**config.mk**
```make
export PLATFORM = sky130hd
export DESIGN_NAME = switch_arbiter
export DESIGN_NICKNAME = d
export VERILOG_FILES = /design/src/rtl/switch_arbiter.sv
export SDC_FILE = /design/constraint.sdc
export NUM_CORES = 1
export LEC_CHECK = 0
export ABC_AREA = 0
export CAP_MARGIN = 20
export CORE_ASPECT_RATIO = 1.1
export CORE_MARGIN = 5
export CORE_UTILIZATION = 46
export CTS_BUF_LIST = sky130_fd_sc_hd__clkbuf_4 sky130_fd_sc_hd__clkbuf_8 sky130_fd_sc_hd__clkbuf_16
export DETAILED_ROUTE_END_ITERATION = 6
export PLACE_DENSITY = 0.75
export SYNTH_ARGS = -nofsm -noshare
export SYNTH_HDL_FRONTEND = slang
export SYNTH_SLANG_ARGS = --single-unit
```
**constraint.sdc**
```tcl
create_clock -name i_clk -period 1.5 [get_ports i_clk]
set_input_delay 0.15 -clock i_clk [delete_from_list [all_inputs] [get_ports i_clk]]
set_output_delay 0.15 -clock i_clk [all_outputs]
set_load 0.01 [all_outputs]
```
**src/rtl/switch_arbiter.sv**
```systemverilog
// switch_arbiter: round-robin arbiter for a single shared switch lane.
// A transfer is granted when sender i targets receiver j and receiver j
// expects sender i (self-send never matches). Grants are spaced by a
// three-state IDLE/GRANT/COOL sequence, so at most one every three cycles.
//
// Ports:
//   i_clk            clock, all state updates on the rising edge
//   i_rst_n          asynchronous active-low reset
//   i_send_ready     per-core send request
//   i_send_core_idx  per-core destination index
//   i_recv_request   per-core receive request
//   i_recv_core_idx  per-core expected source index
//   o_send_ok        one-cycle pulse to the granted sender
//   o_recv_ready     one-cycle pulse to the granted receiver
//   o_grant_valid    lane transfer active this cycle
//   o_grant_src/dst  lane mux selects, held after the grant
//   o_err_timeout    sticky per-sender timeout flags
//   o_xfer_count     number of completed transfers (wraps)
module switch_arbiter #(
  parameter int CORE_SIZE = 2,
  parameter int TIMEOUT   = 255,
  localparam int CORE_ADDR_SIZE = $clog2(CORE_SIZE)
) (
  input  logic                                      i_clk,
  input  logic                                      i_rst_n,
  input  logic [CORE_SIZE-1:0]                      i_send_ready,
  input  logic [CORE_SIZE-1:0][CORE_ADDR_SIZE-1:0]  i_send_core_idx,
  input  logic [CORE_SIZE-1:0]                      i_recv_request,
  input  logic [CORE_SIZE-1:0][CORE_ADDR_SIZE-1:0]  i_recv_core_idx,
  output logic [CORE_SIZE-1:0]                      o_send_ok,
  output logic [CORE_SIZE-1:0]                      o_recv_ready,
  output logic                                      o_grant_valid,
  output logic [CORE_ADDR_SIZE-1:0]                 o_grant_src,
  output logic [CORE_ADDR_SIZE-1:0]                 o_grant_dst,
  output logic [CORE_SIZE-1:0]                      o_err_timeout,
  output logic [31:0]                               o_xfer_count
);

  localparam int CW = $clog2(TIMEOUT + 1);
  localparam logic [CW-1:0] WAIT_MAX = CW'(TIMEOUT);
  localparam logic [CORE_SIZE-1:0] ONE_HOT_0 = {{(CORE_SIZE-1){1'b0}}, 1'b1};

  typedef enum logic [1:0] {S_IDLE, S_GRANT, S_COOL} state_t;

  state_t                    r_state;
  logic [CORE_ADDR_SIZE-1:0] r_rr_ptr;
  logic [CW-1:0]             r_wait_cnt [CORE_SIZE];
  logic [CORE_SIZE-1:0]      r_send_ok;
  logic [CORE_SIZE-1:0]      r_recv_ready;
  logic                      r_grant_valid;
  logic [CORE_ADDR_SIZE-1:0] r_grant_src;
  logic [CORE_ADDR_SIZE-1:0] r_grant_dst;
  logic [CORE_SIZE-1:0]      r_err_timeout;
  logic [31:0]               r_xfer_count;

  logic [CORE_SIZE-1:0]      w_match;
  logic                      w_any;
  logic                      w_fire;
  logic [CORE_ADDR_SIZE-1:0] w_win_src;
  logic [CORE_ADDR_SIZE-1:0] w_win_dst;
  logic [CORE_ADDR_SIZE-1:0] w_rr_next;

  // Sender i matches when its target j is requesting to receive from i.
  // Destinations beyond CORE_SIZE (non power-of-two sizes) never match.
  always_comb begin
    // NOTE: every combinational output gets a default first, so no path
    // through the block leaves it unassigned and no latch is inferred.
    w_match = '0;
    for (int i = 0; i < CORE_SIZE; i++) begin
      if (int'(i_send_core_idx[i]) < CORE_SIZE && int'(i_send_core_idx[i]) != i) begin
        w_match[i] = i_send_ready[i] &&
                     i_recv_request[i_send_core_idx[i]] &&
                     (i_recv_core_idx[i_send_core_idx[i]] == CORE_ADDR_SIZE'(i));
      end
    end
  end

  // Round-robin scan starting at r_rr_ptr, wrapping modulo CORE_SIZE.
  always_comb begin
    int idx;
    idx       = 0;
    w_any     = 1'b0;
    w_win_src = '0;
    for (int k = 0; k < CORE_SIZE; k++) begin
      idx = int'(r_rr_ptr) + k;
      if (idx >= CORE_SIZE) idx = idx - CORE_SIZE;
      if (!w_any && w_match[idx]) begin
        w_any     = 1'b1;
        w_win_src = CORE_ADDR_SIZE'(idx);
      end
    end
  end

  assign w_win_dst = i_send_core_idx[w_win_src];
  assign w_rr_next = (int'(w_win_src) == CORE_SIZE - 1) ? '0 : w_win_src + 1'b1;
  assign w_fire    = (r_state == S_IDLE) && w_any;

  // Control FSM with registered outputs; pulses default low every cycle
  // and are raised only on the edge that enters GRANT.
  always_ff @(posedge i_clk or negedge i_rst_n) begin
    if (!i_rst_n) begin
      r_state       <= S_IDLE;
      r_rr_ptr      <= '0;
      r_send_ok     <= '0;
      r_recv_ready  <= '0;
      r_grant_valid <= 1'b0;
      r_grant_src   <= '0;
      r_grant_dst   <= '0;
      r_xfer_count  <= '0;
    end else begin
      // NOTE: sequential state uses non-blocking assignments so every
      // register samples the pre-edge values regardless of statement order.
      r_send_ok     <= '0;
      r_recv_ready  <= '0;
      r_grant_valid <= 1'b0;
      case (r_state)
        S_IDLE: begin
          if (w_fire) begin
            r_state       <= S_GRANT;
            r_send_ok     <= ONE_HOT_0 << w_win_src;
            r_recv_ready  <= ONE_HOT_0 << w_win_dst;
            r_grant_valid <= 1'b1;
            r_grant_src   <= w_win_src;
            r_grant_dst   <= w_win_dst;
            r_rr_ptr      <= w_rr_next;
            r_xfer_count  <= r_xfer_count + 32'd1;
          end
        end
        S_GRANT: r_state <= S_COOL;
        S_COOL:  r_state <= S_IDLE;
        default: r_state <= S_IDLE;
      endcase
    end
  end

  // Per-sender wait counters and sticky timeout flags. A sender stops
  // counting on the edge it wins and while its grant is on the lane.
  always_ff @(posedge i_clk or negedge i_rst_n) begin
    if (!i_rst_n) begin
      // NOTE: this counter array is reset explicitly because the timeout
      // flags depend on it; a plain data array would not need a reset.
      for (int i = 0; i < CORE_SIZE; i++) r_wait_cnt[i] <= '0;
      r_err_timeout <= '0;
    end else begin
      for (int i = 0; i < CORE_SIZE; i++) begin
        if (!i_send_ready[i] ||
            (w_fire && w_win_src == CORE_ADDR_SIZE'(i)) ||
            (r_state == S_GRANT && r_grant_src == CORE_ADDR_SIZE'(i))) begin
          r_wait_cnt[i] <= '0;
        end else if (r_wait_cnt[i] != WAIT_MAX) begin
          r_wait_cnt[i] <= r_wait_cnt[i] + 1'b1;
        end
        if (r_wait_cnt[i] == WAIT_MAX) r_err_timeout[i] <= 1'b1;
      end
    end
  end

  assign o_send_ok     = r_send_ok;
  assign o_recv_ready  = r_recv_ready;
  assign o_grant_valid = r_grant_valid;
  assign o_grant_src   = r_grant_src;
  assign o_grant_dst   = r_grant_dst;
  assign o_err_timeout = r_err_timeout;
  assign o_xfer_count  = r_xfer_count;

endmodule

```
==> results.cfg <==
[clocking]
root_buffer = clkbuf_8
tritoncts_num_sinks = 60
cts.reportedPaths.clkPinSlew_ns = 0.07
clockBufferDepth = 2
tritoncts.num_buffers = 9
ctsHtreeMaxLevel = 3
cts_tree = built
worstSkewPairLatency_ns = 0.34

[timing]
worst_pin_slew_ns = 0.607
finalWorstSetupSlack_ns = -0.0964
fin_worst_skew_ns = 0.00859
timing_max_transition_violations_final = 0
period_share = 1.06
setup-tns-final_ns = -0.319
final_period_minus_worst_setup_slack_ns = 1.60
achievable-frequency_mhz = 626
timing.final.hold_violations = 0
timing.max_slew.rel_slack = 0.595
final_count_of_negative_setup_slack_endpoints = 8
rsz_0062_raised_after_global_routing = yes

[final_layout]
n_fill_cell = 387
stdcell_count = 442
mostFrequentLayoutCells = 50 x dfrtp_1, 50 x buf_4, 23 x nor2_1, 21 x xnor2_1, 18 x clkdlybuf4s50_1
antenna-diode-count = 0
layout.core_utilization = 0.742
nets = 373
drive_gt1_frac = 0.356
syn_to_final_growth_pct = 58.1

[power_and_ir_drop]
cellLeakagePower_nw = 2.21
power-per-cell-area_nw_per_um2 = 1050
p_clk_frac = 0.447
vdd.ir_drop.worst_uv = 737
internal-power_mw = 3.43
power_mw = 4.44
seqPwrFrac = 0.410
power_switching_share = 0.227
total_switching_power_mw = 1.01
comb_power_share = 0.143

[worst_setup_path]
critPathArrivalTime_ns = 1.83
worstPathMaxFanout = 5
cp-start-kind = primary input
max_stage_delay_ns = 0.44
timing.critical_path.max_delay_family = buffers and inverters
timing.critical_path.cells = clkdlybuf4s50_1, and4b_1, buf_6, o211ai_4, nor4_4, buf_4, nand3_1, xnor2_1
worstSetupPathType = in -> reg
worst-path-buf-inv = 3
critical-path-slowest-cell = clkdlybuf4s50_1
critPathCaptureType = flop
cp.required_ns = 1.73

[detailed_routing]
vias = 2255
drt_drc_violations_left = 0
detailedRoute.firstPassIterationCount = 4
routed_wire_length_per_instance_um = 14.6
detail_route.wirelength_um = 6440
final_antenna_net_count = 0
number_of_drc_violations_after_detailed_routing_iteration_0 = 57
post_drt_via_cell_ratio = 5.10

[logic_synthesis]
yosys.cell_types.count = 35
synth_nets = 258
synth_area_leader_cell = dfrtp_1
synth_simple_gate_area_share = 0.234
synth.yosys.seq_area_share = 0.562
synth_top_area_share = 0.562
synth-adder-area-share = 0.0140
synthTopCellsByArea = dfrtp_1 56%, xnor2_1 7.2%, xor2_1 4.6%
synth_top_flop_cell = dfrtp_1
synth_xor_area_frac = 0.118
synth_compound_gate_area_share = 0.0463
yosysWarningCount = 0
ys_seq_elements = 60
postSynthAreaPerCell_sq_um = 10.9
postSynthCellCount = 245
syn_area_sq_um = 2670
synth_enable_flop_cells = 0
synthArstFlopShare = 1.00
muxShareOfSynthArea = 0.00796
main_combinational_cell_family_by_area_after_synthesis = simple AND/OR/NAND/NOR gates

[floorplanning]
placement_rows = 29
dieWidth_um = 82.7
ios = 51
die_h_um = 89.9
core_area_sq_um = 5700
die-area_sq_um = 7440
initial_core_util = 0.469

[placed_design]
post-dp-hpwl_um = 4290
placedCellCount = 411
gpl_wtd_cong = 0.827
port_buffer_count = 50
place_ws_ns = -0.456

[global_routing]
grt_max_degree = 36
grt_pass1_wl_um = 10300
first_global_vias = 2274
grt-ovfl-total = 0
use_met2 = 0.298
global_route.usage.met1 = 0.218
grt_most_used_layer = met2
gr-usage-met3 = 0.0400
antenna_found_initial = 0
grt.total_usage = 0.178

[min_path]
hold_path.class = in -> reg

[run_status]
violated_checks = setup timing
run_status = finished, violations left

[job]
maxCapViolations = 0
cells in the mapped netlist, types with 2 or more instances:
cell and instances:
a31oi_1 2, o21ai_0 3, xnor2_1 22, dfrtp_1 60, nor3b_1 2, and4b_1 2
o21a_1 2, inv_1 6, a211o_1 2, nor4_4 2, nor3_1 9, nand3_1 21
ha_1 3, and3_1 10, nand4_1 8, a21oi_1 7, nand2_1 21, and4_1 5
xor2_1 14, buf_2 3, nor2_1 27
power groups by stage:
stage	registers, mW	logic [mW]	clock network [mW]
final	1.82	0.635	1.98
after global routing	1.83	0.699	2.10
after CTS	1.82	0.628	2.02
after detailed placement	1.85	0.655	0
after global placement	1.84	0.630	0
after floorplan	1.90	0.166	0
worst paths after layout:
path                            slack (ns)                from                to  cells past startpoint
worst max-delay path                  -0.1  i_send_core_idx[0]  o_xfer_count[31]                      8
worst min-delay path                  0.25     i_send_ready[0]    r_wait_cnt[14]                      4
worst max register to register       -0.09          r_state[0]  o_xfer_count[31]                      6
worst min register to register        0.48    o_err_timeout[0]  o_err_timeout[0]                      1
max in group asynchronous             0.55             i_rst_n   o_xfer_count[2]                      3
min in group asynchronous             0.35             i_rst_n  o_xfer_count[10]                      2
layer usage:
metal | vias up | share of wire
met2 | 48 | 0.53
met5 | - | 0
met1 | 1119 | 0.42
met4 | 0 | 0.016
li1 | 1080 | -
met3 | 8 | 0.035
logic make-up after synthesis:
logic type      Yosys count
compound gates           18
xor+xnor                 36
fa+ha+maj                 3
simple gates            115
mux                       2
flops                    60
buf+inv                  11
metrics by stage:
stage,hold slack [ns],cell area (sq um)
after floorplan,-0.146,2710
after global placement,0.188,3630
after detailed placement,0.194,3630
after CTS,0.363,4000
after global routing,0.279,4230
final,0.254,4230
worst min-delay path: cells and delay by family:
kind                   cells  cell delay (ns)
AOI/OAI and AO/OA          1             0.16
buffers and inverters      2             0.20
and+or+nand+nor            1             0.04
registers in the layout, summed over array words and instances (netlist names):
register       cells
o_err_timeout      2
o_grant_dst        1
o_grant_src        1
o_grant_valid      1
o_recv_ready       2
o_send_ok          2
o_xfer_count      32
r_rr_ptr           1
r_state            2
r_wait_cnt        16
repair_timing:
action	in CTS	in global routing
pin swaps	7	20
hold buffers	1	0
setup endpoints to repair	57	43
resized for setup	35	46
hold endpoints to repair	25	0
setup buffers	6	8
final cells by class:
type / count / area [sq um] / area share
inverter: 6 / 22.5 / 0.00533
multi-input combinational: 174 / 1310 / 0.311
timing repair buffer: 109 / 1010 / 0.238
tap: 77 / 96.3 / 0.0228
clock inverter: 4 / 120 / 0.0284
sequential: 60 / 1510 / 0.358
clock buffer: 12 / 153 / 0.0361
No activity file was read; power rests on OpenSTA's default activity.
